--- config.mk ---
export PLATFORM = sky130hd
export DESIGN_NAME = mem_stack_ctrl
export DESIGN_NICKNAME = d
export VERILOG_FILES = /design/src/rtl/mem_stack_ctrl.sv
export SDC_FILE = /design/constraint.sdc
export NUM_CORES = 2
export LEC_CHECK = 0
export BUFFER_PORTS_ARGS = -buffer_cell sky130_fd_sc_hd__clkbuf_2
export CELL_PAD_IN_SITES_DETAIL_PLACEMENT = 1
export CELL_PAD_IN_SITES_GLOBAL_PLACEMENT = 1
export CORE_AREA = 2 2 517 519
export DETAILED_ROUTE_END_ITERATION = 16
export DIE_AREA = 0 0 519 521
export PLACE_DENSITY = 0.77
export SYNTH_ARGS = -nofsm -noshare
export SYNTH_HDL_FRONTEND = slang
export SYNTH_SLANG_ARGS = --single-unit
--- constraint.sdc ---
create_clock -name clk -period 13.5 [get_ports clk]
set_clock_uncertainty 0.15 [all_clocks]
set_input_delay 2.7 -clock clk [delete_from_list [all_inputs] [get_ports clk]]
set_output_delay 2.7 -clock clk [all_outputs]
set_load 0.05 [all_outputs]
--- src/rtl/mem_stack_ctrl.sv ---
// mem_stack_ctrl
//   Word-addressed memory with a downward-growing stack and a test-load port.
//   One request is accepted per access from IDLE, held for WAIT_CYC wait
//   cycles, then completed in DONE with a one-cycle done pulse.
//
// Ports
//   clk, rst                     clock, synchronous active-high reset
//   req_rd / req_wr / req_rd_ab  single read, write, double read at addr
//   req_push / req_pop           stack push of wdata / pop into rdata
//   addr, wdata                  access address and write/push data
//   test_en, test_ad, test_dat   test-load strobe, address and data
//   rdata, rdata_ab              read/pop result, {mem[addr], mem[addr+1]}
//   sp                           stack pointer (STACK_TOP when empty)
//   busy, done, err              access in progress, completion, error status
module mem_stack_ctrl #(
   parameter int DW          = 8,
   parameter int AW          = 16,
   parameter int DEPTH       = 256,
   parameter int STACK_TOP   = 256,
   parameter int STACK_LIMIT = 192,
   parameter int WAIT_CYC    = 1
) (
   input  logic            clk,
   input  logic            rst,
   input  logic            req_rd,
   input  logic            req_wr,
   input  logic            req_rd_ab,
   input  logic            req_push,
   input  logic            req_pop,
   input  logic [AW-1:0]   addr,
   input  logic [DW-1:0]   wdata,
   input  logic            test_en,
   input  logic [AW-1:0]   test_ad,
   input  logic [DW-1:0]   test_dat,
   output logic [DW-1:0]   rdata,
   output logic [2*DW-1:0] rdata_ab,
   output logic [AW-1:0]   sp,
   output logic            busy,
   output logic            done,
   output logic            err
);

   localparam int            IW      = (DEPTH > 1) ? $clog2(DEPTH) : 1;
   localparam logic [3:0]    WLAST   = 4'(WAIT_CYC - 1);
   localparam logic [AW-1:0] TOP_V   = AW'(STACK_TOP);
   localparam logic [AW-1:0] LIMIT_V = AW'(STACK_LIMIT);

   typedef enum logic [1:0] {IDLE, WAIT, DONE} state_t;
   typedef enum logic [2:0] {OP_TEST, OP_WR, OP_RD, OP_RDAB, OP_PUSH, OP_POP} op_t;

   function automatic logic in_rng(input logic [AW-1:0] a);
      return 32'(a) < 32'(DEPTH);
   endfunction

   // addr+1 must also be in range; no wrap to address 0
   function automatic logic in_rng_ab(input logic [AW-1:0] a);
      return 32'(a) < 32'(DEPTH - 1);
   endfunction

   logic [DW-1:0]   mem [DEPTH];

   state_t          state_q;
   logic [3:0]      cnt_q;
   logic            busy_q, done_q, err_q;
   logic [DW-1:0]   rdata_q;
   logic [2*DW-1:0] rdata_ab_q;
   logic [AW-1:0]   sp_q;

   op_t             op_q;
   logic [AW-1:0]   addr_q, tad_q;
   logic [DW-1:0]   wdata_q, tdat_q;

   logic            req_any, commit;
   op_t             req_op, x_op;
   logic [AW-1:0]   x_addr, x_tad, sp_m1;
   logic [DW-1:0]   x_wdata, x_tdat;
   logic [IW-1:0]   a0, a1;

   logic            wr_en;
   logic [IW-1:0]   wr_idx;
   logic [DW-1:0]   wr_dat;
   logic [DW-1:0]   rdata_d;
   logic [2*DW-1:0] rdata_ab_d;
   logic [AW-1:0]   sp_d;
   logic            err_d;

   // Fixed-priority request decode
   always_comb begin
      req_any = test_en | req_wr | req_rd | req_rd_ab | req_push | req_pop;
      if (test_en)        req_op = OP_TEST;
      else if (req_wr)    req_op = OP_WR;
      else if (req_rd)    req_op = OP_RD;
      else if (req_rd_ab) req_op = OP_RDAB;
      else if (req_push)  req_op = OP_PUSH;
      else                req_op = OP_POP;
   end

   // With WAIT_CYC=0 the access completes on the accepting edge, so the
   // live inputs are used; otherwise the captured copies are.
   always_comb begin
      if (state_q == IDLE) begin
         x_op = req_op;  x_addr = addr;   x_wdata = wdata;
         x_tad = test_ad; x_tdat = test_dat;
      end else begin
         x_op = op_q;    x_addr = addr_q; x_wdata = wdata_q;
         x_tad = tad_q;  x_tdat = tdat_q;
      end
      commit = ((state_q == IDLE) && req_any && (WAIT_CYC == 0)) ||
               ((state_q == WAIT) && (cnt_q == WLAST));
   end

   // Access result, applied only on the edge entering DONE
   always_comb begin
      sp_m1      = sp_q - AW'(1);
      a0         = x_addr[IW-1:0];
      a1         = a0 + IW'(1);
      wr_en      = 1'b0;
      wr_idx     = '0;
      wr_dat     = '0;
      rdata_d    = rdata_q;
      rdata_ab_d = rdata_ab_q;
      sp_d       = sp_q;
      err_d      = 1'b0;
      case (x_op)
         OP_TEST: begin
            if (in_rng(x_tad)) begin
               wr_en = 1'b1; wr_idx = x_tad[IW-1:0]; wr_dat = x_tdat;
            end else err_d = 1'b1;
         end
         OP_WR: begin
            if (in_rng(x_addr)) begin
               wr_en = 1'b1; wr_idx = a0; wr_dat = x_wdata;
            end else err_d = 1'b1;
         end
         OP_RD: begin
            if (in_rng(x_addr)) rdata_d = mem[a0];
            else begin rdata_d = '0; err_d = 1'b1; end
         end
         OP_RDAB: begin
            if (in_rng_ab(x_addr)) rdata_ab_d = {mem[a0], mem[a1]};
            else begin rdata_ab_d = '0; err_d = 1'b1; end
         end
         OP_PUSH: begin
            if (sp_q > LIMIT_V) begin
               wr_en = 1'b1; wr_idx = sp_m1[IW-1:0]; wr_dat = x_wdata;
               sp_d  = sp_m1;
            end else err_d = 1'b1;
         end
         OP_POP: begin
            if (sp_q < TOP_V) begin
               rdata_d = mem[sp_q[IW-1:0]];
               sp_d    = sp_q + AW'(1);
            end else err_d = 1'b1;
         end
         default: err_d = 1'b1;
      endcase
   end

   // Request capture (data path, not reset)
   always_ff @(posedge clk) begin
      if (state_q == IDLE && req_any) begin
         op_q    <= req_op;
         addr_q  <= addr;
         wdata_q <= wdata;
         tad_q   <= test_ad;
         tdat_q  <= test_dat;
      end
   end

   // Storage; rst gates the commit so an access aborted in WAIT never writes
   always_ff @(posedge clk) begin
      if (!rst && commit && wr_en) mem[wr_idx] <= wr_dat;
   end

   // Control FSM with registered status outputs
   always_ff @(posedge clk) begin
      if (rst) begin
         state_q    <= IDLE;
         cnt_q      <= '0;
         busy_q     <= 1'b0;
         done_q     <= 1'b0;
         err_q      <= 1'b0;
         rdata_q    <= '0;
         rdata_ab_q <= '0;
         sp_q       <= TOP_V;
      end else begin
         case (state_q)
            IDLE: begin
               done_q <= 1'b0;
               if (req_any) begin
                  busy_q  <= 1'b1;
                  cnt_q   <= '0;
                  done_q  <= commit;
                  state_q <= commit ? DONE : WAIT;
               end
            end
            WAIT: begin
               if (commit) begin
                  done_q  <= 1'b1;
                  state_q <= DONE;
               end else cnt_q <= cnt_q + 4'd1;
            end
            DONE: begin
               busy_q  <= 1'b0;
               done_q  <= 1'b0;
               state_q <= IDLE;
            end
            default: state_q <= IDLE;
         endcase
         if (commit) begin
            rdata_q    <= rdata_d;
            rdata_ab_q <= rdata_ab_d;
            sp_q       <= sp_d;
            err_q      <= err_d;
         end
      end
   end

   assign rdata    = rdata_q;
   assign rdata_ab = rdata_ab_q;
   assign sp       = sp_q;
   assign busy     = busy_q;
   assign done     = done_q;
   assign err      = err_q;

endmodule

**Word-level counts from Yosys, hierarchy flattened**

Memory sizes are Yosys's and may differ from the RTL's. A register that Yosys moved wholly into a read port is not among the register bits.
Index checks and enable logic that the tools add are counted.

- Bits of input ports: 56
- RAM bits: 2048
- Output and inout bits: 43
- Memories: 1
- Bits in registers: 100
- Logic and storage cells: 112

- Magnitude comparators: 5
- Bitwise gates (word level): 5
- $add $sub $neg: 4
- Equality and inequality tests: 12
- Muxes and demuxes: 51
- Reduce and logical (&&, ||, !) cells: 21

Memory list:

| memory | words | bits a word | read ports | clocked after Yosys merged registers in | wr ports | RTL line | RTL |
|---|---|---|---|---|---|---|---|
| mem | 256 | 8 | 3 | 1 | 1 | 60 | `logic [DW-1:0] mem [DEPTH];` |

Operator list:

| kind | number |
|---|---|
| $mux W8 | 12 |
| $mux W16 | 5 |
| $lt A16 B9 Y1 const B | 3 |
| $pmux W8 S3 | 2 |
| $pmux W16 S2 | 1 |
| $add A16 B1 Y16 const B | 1 |
| $gt A16 B8 Y1 const B | 1 |
| $lt A16 B8 Y1 const B | 1 |
| $pmux W8 S2 | 1 |
| $sub A16 B1 Y16 const B | 1 |
| $mux W3 | 5 |
| $mux W1 | 14 |
| $ne A2 B2 Y1 const B | 5 |
| $add A8 B1 Y8 const B | 1 |
| $mux W4 | 2 |
| $pmux W4 S2 | 1 |
| $reduce_and A2 Y1 | 4 |
| $reduce_bool A2 Y1 | 4 |
| $eq A3 B2 Y1 const B | 2 |
| $eq A3 B3 Y1 const B | 2 |
| $mux W2 | 3 |
| $pmux W1 S3 | 2 |
| $reduce_and A3 Y1 | 2 |
| $or A1 B1 Y1 | 5 |
| 15 further kinds | 18 |

**Logic depth before layout (Yosys ltp)**

- Depth in word-level cells: 11
- Gate-level depth with buffers: 22
- Depth with buffers taken out: 14

**Least setup slack after synthesis**

No wires, ideal clock.

- Path type: input to register
- From: input port req_rd_ab
- To: memory mem[0][6], data pin
- Arrival time: 11021 ps
- Data required time: 11766 ps
- Stages: 6
- Path slack: 746 ps
- Path buffers: 0
- Cell sequence: nand2b_1 > a21oi_1 > nor2_1 > o31ai_4 > nand2_1 > o22ai_1

- Cells in the longest elaborated chain, start to end: 7

RTL lines:

| element | RTL line | RTL |
|---|---|---|
| from (decl) | 27 | `input logic req_rd_ab,` |
| $mux W3 (*) | 93 | `else if (req_rd_ab) req_op = OP_RDAB;` |
| $mux W3 (*) | 92 | `else if (req_rd) req_op = OP_RD;` |
| $mux W3 (*) | 91 | `else if (req_wr) req_op = OP_WR;` |
| $mux W3 (*) | 90 | `if (test_en) req_op = OP_TEST;` |
| via req_op[0] | 74 | `op_t req_op, x_op;` |
| $mux W3 (*) | 101 | `if (state_q == IDLE) begin` |
| $eq A3 B3 Y1 (tied with other cells) | 124 | `case (x_op)` |
| $pmux W8 S3 (*) | 124 |  |
| via wr_dat[6] | 81 | `logic [DW-1:0] wr_dat;` |
| to (decl) | 60 |  |

The timed path passes the listed nets; every way through them passes the cells marked *.

**Worst setup path in the final report**

- From: input port addr[0]
- To: register rdata_ab_q[0] (netlist: rdata_ab[0])

- Cells in the longest elaborated chain, start to end: 4

RTL lines:

| element | RTL line | RTL |
|---|---|---|
| from (decl) | 30 | `input logic [AW-1:0] addr,` |
| $mux W16 (*) | 101 |  |
| $add A8 B1 Y8 | 116 | `a1 = a0 + IW'(1);` |
| $mem_v2 Z256 W8 | - |  |
| $mux W16 (*) | 140 | `if (in_rng_ab(x_addr)) rdata_ab_d = {mem[a0], mem[a1]};` |
| to (signal assigned) | 212 | `rdata_ab_q <= rdata_ab_d;` |
| to (decl) | 66 | `logic [2*DW-1:0] rdata_ab_q;` |

Every way passes the cells marked *; elsewhere a longest branch is shown, timed or not.
A chain may end at the register's enable or synchronous reset.

==> flow_summary.yaml <==
floorplanning:
  core-area_um2: 264400
  die_w_um: 519
  die_h_um: 521
  die_area_um2: 270400
  initial_core_util: 0.4496
  ioPinCount: 99
  row_count: 189
cells_and_area:
  drive_gt1_frac: 0.2220
  syn2layout_area_growth_pct: 9.821
  fillCellCount: 26140
  layout.nets: 8606
  regArea_um2: 64190
  multi_input_area_um2: 51500
logic_synthesis:
  ys_warn_count: 0
  yosysTopAreaCell: "edfxtp_1"
  synth_cells: 8700
  synth_ff_type: "edfxtp_1"
  synth.yosys.seq_area_share: 0.5399
  post-synth-top-count-cell: "edfxtp_1"
  ys_types: 94
  post_synth.cell_area_avg_um2: 13.66
  synth_async_sr_flop_share: 0
  netlist_area_um2: 118900
  syn-num-nets: 8762
  synth_edf_count: 2099
  yosys-top-cells-count: "edfxtp_1 (2099), nand2_1 (1817), mux4_2 (1115), nand3_1 (566), mux2i_1 (424)"
  synth_top_area_frac: 0.5303
  synth_seq_cells: 2156
  synth_area_leaders: "edfxtp_1 (53%), mux4_2 (21%), nand2_1 (5.7%)"
timing:
  period_minus_slack_ns: 8.966
  rsz0062_at_grt: "false"
  finalCritPeriodShare: 0.6642
  maxSlewHeadroom: -0.1082
  tns_ns: 0
  worstMarginPinSlew_ns: 1.650
  hold_viol: 0
  fmax_mhz: 111.5
  slew_violations: 19
  finalSetupViolCount: 0
grt:
  grt_first_pass_wirelength_um: 710400
  antenna_found_initial: 42
  first_global_vias: 90450
  grt.total_usage: 0.3690
  grt_max_degree: 234
  grt.overflow.total: 0
drt:
  vias: 92840
  wire_per_inst_um: 41.31
  routed_wl_um: 509300
  dr.first_iter.drc_count: 16710
  drc: 0
  vias_per_cell: 7.530
  drt_pass1_iterations: 9
  postRouteAntennaNets: 0
critical_path:
  cp.required_ns: 14.09
  critPathLaunch: "addr[0]"
  rr_startpoint: "state_q[0]"
  path_class: "primary input to flip-flop"
  startpoint_type: "primary input"
  cp_max_fo: 117
  arrival_ns: 9.56
  reg2regPathDepth: 15
  cp-end-kind: "flip-flop"
  r2r-end: "rdata_ab[0]"
  r2r_setup_slack_ns: 5.53
  crit_path_end: "rdata_ab[0]"
power_and_ir_drop:
  pwr-share-seq: 0.407
  p_clk_frac: 0.346
  finalPower_w: 0.01816
  switchingPower_w: 0.006031
  leakage_nw: 41.89
  ir_worst_vdd_uv: 144.6
  switching_share: 0.3321
  p_per_area_nw_per_um2: 139.1
  comb_power_share: 0.247
  intPower_w: 0.01213
clocking:
  clockBufferDepth: 3
  cts-resized-gates: 0
  htree_levels: 4
  ctsRootBufferMaster: "clkbuf_16"
  clock-sinks: 2156
  path_clk_slew_ns: 0.06
  cts_hold_buf: 0
  cts_tree: "built"
  worstSkewPairLatency_ns: 0.90
  cts_buffers: 226
  cts_setup_buffers: 0
hold_path:
  worst_hold_path_type: "flip-flop to flip-flop"
placed_design:
  portBuffers: 98
  hpwl_um: 322300
  gp_congestion: 0.9844
outcome:
  outcome: "finished, violations left"
  failed_checks: "capacitance limit, slew limit"
flow_run:
  drv_cap: 3
==> worst min-delay path by stage <==
stage / from / to / depth (start not counted)
after floorplan: cnt_q[3] / cnt_q[3] / 2
after global placement: done / done / 2
after detailed placement: done / done / 2
after CTS: done / done / 2
after global routing: done / done / 2
final: done / done / 2
==> power by group through the flow <==
stage	registers, W	logic [W]	clock network (W)
2_1_floorplan	0.00757	0.00249	0
3_3_place_gp	0.00753	0.00410	0
3_5_place_dp	0.00753	0.00418	0
4_1_cts	0.00739	0.00421	0.00625
5_1_grt	0.00739	0.00446	0.00648
6_report	0.00739	0.00449	0.00627
==> flip-flops by register name, summed over array words and instances, names as in the netlist, named ones only <==
signal / cells
mem: 2048
addr_q: 16
rdata_ab: 16
sp: 16
tad_q: 16
rdata: 8
tdat_q: 8
wdata_q: 8
cnt_q: 4
op_q: 3
state_q: 2
busy: 1
done: 1
err: 1
==> layout by cell type (no fill, tap or decap), drive strengths merged, types with 37 or more instances in the layout <==
master	netlist	layout
nand4	170	170
buf	515	283
nor2	366	366
clkinv	0	110
clkbuf	250	383
a22oi	105	105
dfxtp	57	57
edfxtp	2099	2099
o21ai	108	108
a21oi	108	108
a32oi	233	233
nand2	1828	1828
nor3	42	42
nand3b	37	37
mux4	1115	1115
diode	0	56
mux2i	424	424
nand3	569	569
and3	75	75
o2111ai	45	45
a31oi	177	177
==> final cells by class <==
class                      instances  area share
antenna                           56    0.001073
inverter                          12   0.0004026
clock inverter                   138    0.009278
multi-input combinational       5767      0.3945
clock buffer                     285     0.04605
tap                             3533     0.03386
timing repair buffer             381     0.02310
sequential                      2156      0.4917
==> critical path, stage by stage <==
cell and delay (ns):
clkbuf_2 0.11, nor3b_2 0.19, nor2_4 0.14, buf_4 0.68
inv_8 0.40, ha_4 0.97, buf_4 0.67, buf_12 0.57
mux4_2 0.41, nand2_1 0.08, and3_1 0.17, a31oi_1 0.11
a31oi_1 0.73, nand3b_1 0.21, a32oi_1 0.67, o21ai_0 0.18
==> per-stage QoR <==
step	setup slack (ns)	std cells	instance area, µm²	util	hold slack (ns)
floorplan	0.7457	8700	118900	-	0.3789
global route	4.692	12280	130400	0.4933	0.3543
finish	4.534	12330	130500	0.4938	0.3420
global placement	4.434	11850	123200	0.4659	0.3162
detailed placement	4.318	11850	123200	0.4659	0.3282
CTS	5.198	12270	130400	0.4932	0.3375
==> logic make-up (layout without fill, tap and decap cells) <==
| family | after synthesis | after routing | share of synthesized area |
|---|---|---|---|
| AO/OA/AOI/OAI | 1001 | 1001 | 0.06216 |
| XOR/XNOR | 29 | 29 | 0.002326 |
| adder cells (fa/ha/maj) | 6 | 6 | 0.0006315 |
| buffers and inverters | 777 | 816 | 0.03038 |
| flip-flops | 2156 | 2156 | 0.5399 |
| multiplexers | 1542 | 1542 | 0.2472 |
| other | 0 | 56 | 0 |
| AND/OR/NAND/NOR | 3189 | 3189 | 0.1174 |
==> per-layer routing <==
metal	vias to the layer above	GRT usage	wire, µm
li1	34670	-	-
met1	47140	0.4576	166300
met2	8844	0.5233	213300
met3	2159	0.1516	83520
met4	28	0.2585	45770
met5	-	0.005090	434
Note: power is estimated with default switching activity, not from simulation.
